$ cat config.mk
export PLATFORM = sky130hd
export DESIGN_NAME = chunked_serial_adder
export DESIGN_NICKNAME = d
export VERILOG_FILES = /design/src/rtl/adder_pkg.sv /design/src/rtl/chunk_ripple_adder.sv /design/src/rtl/chunked_serial_adder.sv
export SDC_FILE = /design/constraint.sdc
export NUM_CORES = 1
export LEC_CHECK = 0
export ABC_CLOCK_PERIOD_IN_PS = 2190
export CAP_MARGIN = 20
export CORE_MARGIN = 3
export CORE_UTILIZATION = 46
export CTS_BUF_LIST = sky130_fd_sc_hd__clkbuf_16
export DETAILED_ROUTE_END_ITERATION = 8
export GPL_ROUTABILITY_DRIVEN = 0
export MAX_ROUTING_LAYER = met4
export PLACE_DENSITY = 0.75
export SYNTH_ARGS = -nofsm -noshare
export SYNTH_HDL_FRONTEND = slang
export SYNTH_SLANG_ARGS = --single-unit
$ cat constraint.sdc
create_clock -name clk -period 2.19 [get_ports clk]
set_clock_uncertainty 0.05 [all_clocks]
set_input_delay 0.219 -clock clk [delete_from_list [all_inputs] [get_ports clk]]
set_output_delay 0.219 -clock clk [all_outputs]
set_load 0.005 [all_outputs]
$ cat src/rtl/adder_pkg.sv
// adder_pkg
//   Shared definitions for the chunked serial adder:
//     state_t  - controller states (idle / running chunks / result ready)
//     cnt_w()  - width of the chunk counter for a given chunk count
//                (clog2 of the count, never less than one bit)
package adder_pkg;

    typedef enum logic [1:0] {
        ST_IDLE = 2'd0,
        ST_RUN  = 2'd1,
        ST_DONE = 2'd2
    } state_t;

    function automatic int cnt_w(input int n);
        return (n <= 1) ? 1 : $clog2(n);
    endfunction

endpackage

$ cat src/rtl/chunk_ripple_adder.sv
// chunk_ripple_adder
//   Purely combinational CHUNK-bit ripple-carry slice.
//   Ports:
//     a, b   in  CHUNK  slice operands
//     ci     in  1      carry into bit 0
//     s      out CHUNK  slice sum
//     co     out 1      carry out of the MSB
//     c_msb  out 1      carry into the MSB (used for signed overflow)
module chunk_ripple_adder #(
    parameter int CHUNK = 4
) (
    input  logic [CHUNK-1:0] a,
    input  logic [CHUNK-1:0] b,
    input  logic             ci,
    output logic [CHUNK-1:0] s,
    output logic             co,
    output logic             c_msb
);

    // c[i] is the carry into bit i
    logic [CHUNK:0] c;

    always_comb begin
        c    = '0;
        s    = '0;
        c[0] = ci;
        for (int i = 0; i < CHUNK; i++) begin
            s[i]   = a[i] ^ b[i] ^ c[i];
            c[i+1] = (a[i] & b[i]) | (a[i] & c[i]) | (b[i] & c[i]);
        end
    end

    assign co    = c[CHUNK];
    assign c_msb = c[CHUNK-1];

endmodule

$ cat src/rtl/chunked_serial_adder.sv
// chunked_serial_adder
//   Multi-cycle WIDTH-bit adder that pushes CHUNK bits per clock through one
//   shared ripple-carry slice, holding the carry in a register between chunks.
//   Latency is NCHUNK = WIDTH/CHUNK cycles of RUN followed by a one-cycle DONE.
//
//   Optional feature macro: ADDER_SUB_EN
//     defined   - sub selects a - b - cin, computed as a + ~b + ~cin
//     undefined - sub is ignored, result is always a + b + cin
//
//   Ports:
//     clk    in   rising-edge clock
//     rst    in   synchronous active-high reset
//     start  in   request a new operation (accepted in IDLE or DONE)
//     a, b   in   WIDTH-bit operands, captured on accepted start
//     cin    in   carry-in (borrow-in when subtracting), captured on start
//     sub    in   subtract select, captured on start
//     busy   out  high while chunks are being processed
//     done   out  single-cycle completion pulse
//     sum    out  registered result
//     cout   out  carry out of bit WIDTH-1 (inverted borrow when subtracting)
//     ovf    out  two's-complement signed overflow
module chunked_serial_adder
    import adder_pkg::*;
#(
    parameter int WIDTH  = 16,
    parameter int CHUNK  = 4,
    parameter int NCHUNK = WIDTH / CHUNK
) (
    input  logic             clk,
    input  logic             rst,
    input  logic             start,
    input  logic [WIDTH-1:0] a,
    input  logic [WIDTH-1:0] b,
    input  logic             cin,
    input  logic             sub,
    output logic             busy,
    output logic             done,
    output logic [WIDTH-1:0] sum,
    output logic             cout,
    output logic             ovf
);

    localparam int KW = cnt_w(NCHUNK);

    if (WIDTH < 1 || CHUNK < 1 || (WIDTH % CHUNK) != 0) begin : g_bad_params
        $error("chunked_serial_adder: WIDTH must be a positive multiple of CHUNK");
    end

    logic eff_sub;
`ifdef ADDER_SUB_EN
    assign eff_sub = sub;
`else
    // Subtract is compiled out; sub is deliberately left dangling.
    logic sub_unused;
    assign sub_unused = sub;
    assign eff_sub    = 1'b0;
`endif

    state_t           state, state_nxt;
    logic [KW-1:0]    k;
    logic [WIDTH-1:0] a_r, b_r, work;
    logic             carry;

    logic [CHUNK-1:0] s_chunk;
    logic             co_chunk, cmsb_chunk;
    logic [WIDTH-1:0] work_nxt;
    logic             last, accept;

    // Operands are shifted right each RUN cycle so the slice always sees
    // bits [CHUNK-1:0]; the result enters from the top of the working
    // register, so after NCHUNK cycles it is fully aligned.
    chunk_ripple_adder #(.CHUNK(CHUNK)) u_slice (
        .a     (a_r[CHUNK-1:0]),
        .b     (b_r[CHUNK-1:0]),
        .ci    (carry),
        .s     (s_chunk),
        .co    (co_chunk),
        .c_msb (cmsb_chunk)
    );

    assign work_nxt = (work >> CHUNK) | (WIDTH'(s_chunk) << (WIDTH - CHUNK));
    assign last     = (k == KW'(NCHUNK - 1));
    assign accept   = start && (state != ST_RUN);
    assign busy     = (state == ST_RUN);
    assign done     = (state == ST_DONE);

    always_comb begin
        state_nxt = state;
        case (state)
            ST_IDLE: if (start) state_nxt = ST_RUN;
            ST_RUN:  if (last)  state_nxt = ST_DONE;
            ST_DONE: state_nxt = start ? ST_RUN : ST_IDLE;
            default: state_nxt = ST_IDLE;
        endcase
    end

    always_ff @(posedge clk) begin
        if (rst) begin
            state <= ST_IDLE;
            k     <= '0;
            a_r   <= '0;
            b_r   <= '0;
            carry <= 1'b0;
            work  <= '0;
            sum   <= '0;
            cout  <= 1'b0;
            ovf   <= 1'b0;
        end else begin
            state <= state_nxt;
            if (accept) begin
                a_r   <= a;
                b_r   <= eff_sub ? ~b : b;
                carry <= cin ^ eff_sub;
                k     <= '0;
            end else if (state == ST_RUN) begin
                a_r   <= a_r >> CHUNK;
                b_r   <= b_r >> CHUNK;
                carry <= co_chunk;
                work  <= work_nxt;
                k     <= k + KW'(1);
                // Results only change on entry to DONE, so they hold the
                // previous answer through any following RUN.
                if (last) begin
                    sum  <= work_nxt;
                    cout <= co_chunk;
                    ovf  <= cmsb_chunk ^ co_chunk;
                end
            end
        end
    end

endmodule
==> results.json, run 1 <==
{
  "syn_area_per_cell_um2": 9.73,
  "ys_seq_area_share_pct": 46.8,
  "tightest_slew_ns": 0.638,
  "wl_per_cell_um": 13.3,
  "period_share_pct": 98.2,
  "drtIter0Drc": 82,
  "critPathSlowestCell": "fa_2",
  "root_buffer": "clkbuf_16",
  "max_stage_delay_ns": 0.45,
  "setup_violations": 0,
  "postCtsHoldBufs": 0,
  "slew_headroom_pct": 57.3,
  "p_switching_mw": 0.747,
  "clock_power_share_pct": 47.1,
  "fp.dieH_um": 85.0,
  "core_um2": 5990,
  "period_minus_slack_ns": 2.15,
  "synth_nets": 337,
  "irDropWorstVdd_mv": 0.495,
  "crit_type": "reg -> reg",
  "drtPass1Iterations": 5,
  "cts.clk_slew.worst_paths_ns": 0.06,
  "fin_cells": 425,
  "cts.sink_count": 67,
  "fmax_mhz": 465,
  "netlist_top_cells_count": "67 x dfxtp_1, 52 x nand2_1, 39 x nor2_1",
  "vias_per_cell": 5.02,
  "cp_num_buf_inv": 3,
  "p_int_mw": 2.47,
  "clock_latency_ns": 0.32,
  "place.port_buffers": 55,
  "synth_edf_count": 0,
  "synth_cell_types": 23,
  "critPathRequiredTime_ns": 2.38,
  "maxCapViolCount": 0,
  "synth-seq-cells": 67,
  "dpl.hpwl_um": 3650,
  "worst_setup_path_start_kind": "register",
  "yosysWarnings": 0,
  "yosys.area.top_type": "dfxtp_1",
  "syn_area_um2": 2870,
  "seqPwrFrac_pct": 41.3,
  "synth_cells": 295,
  "vias": 2135,
  "final_cell_area_um2": 3780,
  "leakage_nw": 1.44,
  "initial_core_util_pct": 47.9,
  "power_frac_comb_pct": 11.6,
  "grt_usage_pct": 16.7,
  "drv_slew": 0,
  "async_flop_share_pct": 0,
  "rsz0062_at_grt": "yes",
  "grt_max_degree": 64,
  "clock_path_buffers": 2,
  "cts_max_level": 3,
  "crit_top_cell": "fa_2",
  "switching_share_pct": 23.2,
  "die_area_um2": 7220,
  "overflow": 0,
  "drive_above_1_share_pct": 19.1,
  "min_path_type": "in -> reg",
  "cp-end-kind": "register",
  "dpl.cell_count": 409,
  "postCtsSetupBuffers": 0,
  "n_antenna_cell": 0,
  "arrival_ns": 2.34,
  "cp_top_family": "adder cells",
  "yosys-top-cells-area": "dfxtp_1 47%, a211oi_2 11%, mux2i_1 11%",
  "drt-total-wl_um": 5630,
  "path_cells": "inv_2 > fa_2 > inv_2 > fa_2 > fa_2 > inv_2 > fa_2 > a211oi_2",
  "final_nets": 387,
  "numCtsBuffers": 9,
  "yosysMostFrequentCell": "dfxtp_1",
  "antenna_left": 0,
  "syn2layout_area_growth_pct": 31.9,
  "power.total_mw": 3.21,
  "critPathMaxFanout": 2,
  "die_x_um": 85.0,
  "cts_tree": "done",
  "dpl_cell_area_um2": 3440,
  "num_rows": 28,
  "hold_viol": 0,
  "io_pins": 57,
  "antenna_found_initial": 0,
  "outcome": "finished clean",
  "grt_pass1_wl_um": 9410,
  "synth_top_area_share_pct": 46.8,
  "synth_ff_type": "dfxtp_1",
  "p_per_area_nw_per_um2": 849,
  "remaining_drc_errors": 0,
  "grt_pass1_vias": 2094
}
## stage by stage
stage / utilization (%) / worst slack [ns] / setup TNS [ns] / hold WS, ns
global route: 63.2 / -0.0657 / -0.119 / 0.357
detailed placement: 57.4 / -0.0694 / -0.134 / 0.394
global placement: 57.4 / 0.000817 / 0 / 0.393
finish: 63.2 / 0.0393 / 0 / 0.342
CTS: 62.9 / 0.0124 / 0 / 0.324
floorplan: - / 0.0451 / 0 / 0.316
## layer usage
layer / global-route usage [%] / routed length [um]
met3: 4.27 / 292
met5: - / 0
met2: 27.0 / 2700
met1: 19.7 / 2600
met4: 6.91 / 40
## power groups by stage
| stage | clock [mW] | sequential, mW | combinational (mW) |
|---|---|---|---|
| floorplan | 0 | 1.34 | 0.262 |
| global placement | 0 | 1.35 | 0.354 |
| detailed placement | 0 | 1.35 | 0.362 |
| CTS | 1.54 | 1.33 | 0.370 |
| global route | 1.59 | 1.34 | 0.410 |
| finish | 1.51 | 1.33 | 0.373 |
## kinds of logic after synthesis
group,synth area share (%)
simple gates,13.9
flops,46.8
compound gates,17.9
buf+inv,6.76
mux,11.2
fa+ha+maj,3.23
xor+xnor,0.305
## flip-flops by register name, summed over array words and instances (netlist names)
register  flops
carry         1
cout          1
sum          16
state         2
ovf           1
work         12
a_r          16
k             2
b_r          16
## cells in the final DEF (no fill, tap or decap)
cell / netlist / final
xnor2_2: 0 / 1
and3b_1: 1 / 1
buf_4: 6 / 3
clkinv_2: 0 / 2
a21oi_1: 27 / 27
o21a_1: 1 / 1
nand2_1: 52 / 52
a221oi_2: 1 / 1
fa_2: 0 / 4
nand2b_2: 0 / 1
a2bb2oi_1: 1 / 1
clkdlybuf4s50_1: 0 / 53
clkbuf_16: 0 / 9
ha_1: 1 / 1
dfxtp_1: 67 / 65
mux2i_1: 32 / 32
inv_2: 0 / 5
buf_12: 0 / 3
buf_2: 9 / 2
inv_1: 8 / 3
clkinvlp_4: 0 / 3
a211oi_1: 3 / 2
inv_4: 1 / 1
bufinv_16: 0 / 2
nor2b_1: 1 / 1
nor2_1: 39 / 39
buf_6: 5 / 1
nand2b_1: 3 / 2
a211oi_2: 26 / 27
dfxtp_2: 0 / 2
nand3b_1: 3 / 3
## area by class of cell
| class | count | area (um2) |
|---|---|---|
| Tap cell | 75 | 93.8 |
| Clock inverter | 7 | 92.6 |
| Multi-Input combinational cell | 196 | 1360 |
| Sequential cell | 67 | 1340 |
| Fill cell | 495 | 2210 |
| Clock buffer | 9 | 225 |
| Inverter | 9 | 36.3 |
| Timing Repair Buffer | 62 | 634 |
## path summary, 6_finish.rpt
| kind | startpoint | end | slack [ns] | depth (start not counted) |
|---|---|---|---|---|
| setup / recovery | a_r[0] | work[15] | 0.04 | 8 |
| hold / removal | rst | state[0] | 0.34 | 3 |
| hold reg to reg | sum[1] | sum[1] | 0.40 | 2 |
| setup reg to reg | a_r[0] | work[15] | 0.04 | 8 |
## repair_timing
action / in CTS / in global routing
pin swaps: 2 / 4
gates resized for setup: 7 / 7
gates cloned: 0 / 0
setup endpoints to repair: 5 / 5
## worst min-delay path, cell delays in order
cell and delay [ns]:
buf_2 0.11, buf_12 0.20, nor2_1 0.12
No activity file was read; power rests on OpenSTA's default activity.
==> inputs of run 2 (changes only) <==
--- a/config.mk
+++ b/config.mk
@@ -7,7 +7,7 @@
 export LEC_CHECK = 0
 export ABC_CLOCK_PERIOD_IN_PS = 2190
 export CAP_MARGIN = 20
-export CORE_MARGIN = 3
+export CORE_MARGIN = 4
 export CORE_UTILIZATION = 46
 export CTS_BUF_LIST = sky130_fd_sc_hd__clkbuf_16
 export DETAILED_ROUTE_END_ITERATION = 8
==> results.json, run 2 (synthesis results as in run 1) <==
{
  "fmax_mhz": 463,
  "drt-total-wl_um": 5490,
  "regArea_um2": 1340,
  "utilization_pct": 63.5,
  "p_switching_mw": 0.722,
  "reg.largest.list": "a_r (16), b_r (16), sum (16)",
  "wl_per_cell_um": 12.9,
  "outcome": "finished clean",
  "postCtsHoldBufs": 0,
  "drive_above_1_share_pct": 18.2,
  "tightest_slew_ns": 0.632,
  "clock_path_buffers": 2,
  "period_minus_slack_ns": 2.16,
  "cts.clk_slew.worst_paths_ns": 0.05,
  "numCtsBuffers": 9,
  "initial_core_util_pct": 47.9,
  "grt_max_degree": 64,
  "setup_violations": 0,
  "vias_per_cell": 5.02,
  "clock_power_share_pct": 48.4,
  "critPathMaxFanout": 2,
  "grt_pass1_wl_um": 8940,
  "critPathSlowestCell": "fa_2",
  "use_met2_pct": 25.5,
  "antenna_left": 0,
  "drtIter0Drc": 106,
  "die_area_um2": 7560,
  "maxCapViolCount": 0,
  "busiest_layer": "met2",
  "fp.dieH_um": 87.0,
  "nFillCells": 508,
  "use_met3_pct": 7.19,
  "power_frac_comb_pct": 11.3,
  "crit_top_cell": "fa_2",
  "num_rows": 28,
  "arrival_ns": 2.36,
  "p_int_mw": 2.57,
  "dpl.hpwl_um": 3580,
  "cts_max_level": 3,
  "switching_share_pct": 21.9,
  "clock_latency_ns": 0.33,
  "crit_type": "reg -> reg",
  "syn2layout_area_growth_pct": 32.5,
  "slew_headroom_pct": 57.8,
  "rsz0062_at_grt": "yes",
  "antenna_found_initial": 0,
  "leakage_nw": 1.45,
  "use_met1_pct": 17.0,
  "irDropWorstVdd_mv": 0.577,
  "p_per_area_nw_per_um2": 867,
  "core_um2": 5990,
  "power.total_mw": 3.30,
  "critPathRequiredTime_ns": 2.39,
  "vias": 2138,
  "place.port_buffers": 55,
  "root_buffer": "clkbuf_16",
  "min_path_type": "in -> reg",
  "worst_setup_path_start_kind": "register",
  "cts_tree": "done",
  "hold_viol": 0,
  "cp-end-kind": "register",
  "drv_slew": 0,
  "multi_input_area_um2": 1360,
  "seqPwrFrac_pct": 40.3,
  "grt_usage_pct": 15.7,
  "drtPass1Iterations": 4,
  "period_share_pct": 98.7,
  "path_cells": "inv_2 > fa_2 > inv_2 > fa_2 > fa_2 > inv_2 > fa_2 > a211oi_2",
  "remaining_drc_errors": 0,
  "grt_pass1_vias": 2076,
  "overflow": 0,
  "final_nets": 388,
  "layout_common_cells": "66 x dfxtp_1, 53 x clkdlybuf4s50_1, 52 x nand2_1, 39 x nor2_1, 32 x mux2i_1",
  "n_antenna_cell": 0,
  "max_stage_delay_ns": 0.44,
  "io_pins": 57,
  "layout_commonest_cell": "dfxtp_1",
  "die_x_um": 87.0,
  "cts.sink_count": 67
}
run 2: power by group through the flow:
| stage | combinational, mW | clock [mW] | sequential (mW) |
|---|---|---|---|
| 2_1_floorplan | 0.262 | 0 | 1.34 |
| 3_3_place_gp | 0.354 | 0 | 1.35 |
| 3_5_place_dp | 0.360 | 0 | 1.35 |
| 4_1_cts | 0.368 | 1.62 | 1.33 |
| 5_1_grt | 0.406 | 1.67 | 1.34 |
| 6_report | 0.371 | 1.60 | 1.33 |
run 2: metal layers:
metal | part of all wire (%) | up-vias
met5 | 0 | -
met4 | 1.3 | 0
met3 | 7.3 | 9
met2 | 47 | 51
met1 | 44 | 983
li1 | - | 1095
run 2: worst paths after layout:
path / start / endpoint / slack [ns] / cells past startpoint
min: rst / state[1] / 0.34 / 3
max: a_r[0] / sum[15] / 0.03 / 8
max reg2reg: a_r[0] / sum[15] / 0.03 / 8
min reg2reg: work[4] / sum[0] / 0.40 / 2
run 2: area by class of cell:
type / instances / share of cell area [%]
Clock buffer: 9 / 5.92
Clock inverter: 7 / 2.80
Inverter: 9 / 0.955
Multi-Input combinational cell: 196 / 35.6
Sequential cell: 67 / 35.3
Tap cell: 75 / 2.47
Timing Repair Buffer: 63 / 16.9
run 2: repair_timing:
item,CTS,global route
gates resized for setup,5,8
buffers inserted,0,1
endpoints found under the setup margin,5,4
pin swaps,0,2
run 2: critical path: cells and delay by family (launching register included):
family / cells / cell delay, ns
adder cells (fa/ha/maj): 4 / 1.33
flip-flops: 1 / 0.32
AO/OA/AOI/OAI: 1 / 0.22
buffers and inverters: 3 / 0.16
run 2: per-stage QoR:
step           worst slack, ns  TNS (ns)  hold slack, ns  area [um2]  cells
3_3_place_gp           0.00121         0           0.392        3440    409
6_report                0.0280         0           0.341        3800    426
3_5_place_dp           -0.0367   -0.0645           0.396        3440    409
4_1_cts                0.00820         0           0.323        3780    425
2_1_floorplan           0.0451         0           0.316        2870    295
5_1_grt                -0.0381   -0.0751           0.337        3800    426
==> inputs of run 3 (changes only) <==
--- a/config.mk
+++ b/config.mk
@@ -5,7 +5,6 @@
 export SDC_FILE = /design/constraint.sdc
 export NUM_CORES = 1
 export LEC_CHECK = 0
-export ABC_CLOCK_PERIOD_IN_PS = 2190
 export CAP_MARGIN = 20
 export CORE_MARGIN = 4
 export CORE_UTILIZATION = 46
@@ -16,4 +15,5 @@
 export PLACE_DENSITY = 0.75
 export SYNTH_ARGS = -nofsm -noshare
 export SYNTH_HDL_FRONTEND = slang
+export SYNTH_HIERARCHICAL = 1
 export SYNTH_SLANG_ARGS = --single-unit
==> results.json, run 3 <==
{
  "die_area_um2": 7550,
  "synth_cells": 302,
  "overflow": 0,
  "wl_per_cell_um": 12.8,
  "grt_pass1_vias": 2082,
  "grt_pass1_wl_um": 9340,
  "syn_area_um2": 2860,
  "arrival_ns": 2.31,
  "synth_top_area_share_pct": 46.8,
  "drv_slew": 0,
  "min_path_cells": 2,
  "antenna_left": 0,
  "irDropWorstVdd_mv": 0.605,
  "drt-total-wl_um": 5500,
  "yosysWarnings": 6,
  "worst_r2r_endpoint": "sum[15]",
  "initial_core_util_pct": 47.8,
  "crit_type": "reg -> reg",
  "p_per_area_nw_per_um2": 809,
  "io_pins": 57,
  "dpl.hpwl_um": 3730,
  "cts_max_level": 3,
  "yosysMostFrequentCell": "dfxtp_1",
  "synth_nets": 344,
  "remaining_drc_errors": 0,
  "final_cell_area_um2": 3730,
  "place.port_buffers": 55,
  "yosys.area.top_type": "dfxtp_1",
  "root_buffer": "clkbuf_16",
  "die_x_um": 86.9,
  "syn2layout_area_growth_pct": 30.1,
  "r2r_setup_slack_ns": 0.09,
  "setup_tns_ns": 0,
  "whs_endpoint": "a_r[7]",
  "clock_path_buffers": 2,
  "min-delay-start": "rst",
  "drive_above_1_share_pct": 16.0,
  "async_flop_share_pct": 0,
  "maxCapViolCount": 0,
  "ys_seq_area_share_pct": 46.8,
  "synth_edf_count": 0,
  "core_um2": 5990,
  "reg.largest.list": "a_r (16), b_r (16), sum (16)",
  "drtIter0Drc": 65,
  "antenna_found_initial": 0,
  "outcome": "finished clean",
  "postCtsHoldBufs": 0,
  "synth_ff_type": "dfxtp_1",
  "cp-end-kind": "register",
  "critPathMaxFanout": 2,
  "critPathRequiredTime_ns": 2.40,
  "reg2reg_from": "carry",
  "slew_headroom_pct": 52.6,
  "cts.clk_slew.worst_paths_ns": 0.05,
  "layout_commonest_cell": "dfxtp_1",
  "grt_max_degree": 67,
  "netlist_top_cells_count": "67 x dfxtp_1, 59 x nand2_1, 36 x nor2_1",
  "n_antenna_cell": 0,
  "vias": 2107,
  "fp.dieH_um": 86.9,
  "synth_cell_types": 22,
  "worst_setup_path_start_kind": "register",
  "hold_viol": 0,
  "vias_per_cell": 4.89,
  "period_minus_slack_ns": 2.10,
  "period_share_pct": 96.0,
  "hold_ws_ns": 0.261,
  "synth-seq-cells": 67,
  "syn_area_per_cell_um2": 9.48,
  "grt_usage_pct": 16.5,
  "fmax_mhz": 476,
  "drtPass1Iterations": 5,
  "layout_common_cells": "65 x dfxtp_1, 59 x nand2_1, 53 x clkdlybuf4s50_1, 36 x nor2_1, 33 x mux2i_1",
  "setup_violations": 0,
  "rr_worst_depth": 10,
  "yosys-top-cells-area": "dfxtp_1 47%, mux2i_1 12%, a211oi_2 11%",
  "numCtsBuffers": 9,
  "tightest_slew_ns": 0.708,
  "rsz0062_at_grt": "yes",
  "num_rows": 28,
  "power.total_mw": 3.02,
  "final_nets": 394,
  "utilization_pct": 62.2,
  "cts.sink_count": 67,
  "min_path_type": "in -> reg",
  "dpl_cell_area_um2": 3430,
  "leakage_nw": 1.45,
  "clock_latency_ns": 0.33,
  "cts_tree": "done"
}
run 3: cell types whose count changed after synthesis, sizes merged, moves of 3 or more:
cell | before | now
nand2 | 52 | 59
a211oi | 29 | 26
a21oi | 27 | 31
nor2 | 39 | 36
inv | 9 | 12
run 3: area by class of cell:
type	count	area [um2]
tap	75	93.8
sequential	67	1340
timing repair buffer	62	631
clock buffer	9	225
inverter	12	45.0
clock inverter	6	50.0
multi-input combinational	200	1340
fill	522	2260
run 3: repair_timing:
item / 4_1_cts / 5_1_grt
pin swaps: 0 / 1
endpoints found under the hold margin: 0 / 0
buffers inserted: 0 / 1
gates resized for setup: 2 / 8
endpoints found under the setup margin: 2 / 4
run 3: cell families (layout without fill, tap and decap cells):
kind of cell / count (synthesis) / after routing / share of synthesized area [%]
muxes: 33 / 33 / 11.5
DFF: 67 / 67 / 46.8
AOI/OAI and AO/OA: 58 / 58 / 16.9
and+or+nand+nor: 103 / 103 / 14.5
adders and majority gates: 5 / 5 / 3.23
xor gates and xnor gates: 1 / 1 / 0.306
buffers and inverters: 35 / 89 / 6.68
run 3: worst max-delay path by stage:
stage	slack [ns]	end	cells past startpoint	startpoint
global placement	0.03	sum[15]	10	a_r[0]
CTS	0.01	ovf	10	a_r[0]
floorplan	0.07	sum[15]	10	a_r[0]
finish	0.09	sum[15]	10	carry
global route	-0.03	work[15]	10	a_r[0]
detailed placement	0.0003	sum[15]	10	a_r[0]
run 3: power by group:
group          total [mW]  internal [mW]  switching, mW
logic               0.358          0.180          0.178
registers            1.33           1.29         0.0397
clock network        1.33          0.854          0.477
total                3.02           2.32          0.694
run 3: worst max-delay path, stage by stage (launching register included):
cell     delay (ns)
dfxtp_2        0.31
inv_1          0.06
fa_2           0.19
inv_2          0.04
fa_2           0.33
fa_2           0.35
inv_2          0.06
fa_1           0.39
inv_1          0.08
nand2_1        0.05
a21oi_1        0.12
run 3: routing by layer:
metal | GRT usage, % | vias up | part of all wire [%]
met4 | 7.79 | 0 | 1.5
met3 | 5.49 | 9 | 5.7
met2 | 26.2 | 45 | 48
met5 | - | - | 0
met1 | 18.7 | 946 | 45
li1 | - | 1107 | -
run 3: metrics by stage:
stage | setup WS (ns) | cells
after CTS | 0.0129 | 430
after detailed placement | 0.000341 | 415
after global routing | -0.0258 | 431
after global placement | 0.0265 | 415
after floorplan | 0.0722 | 302
final | 0.0872 | 431
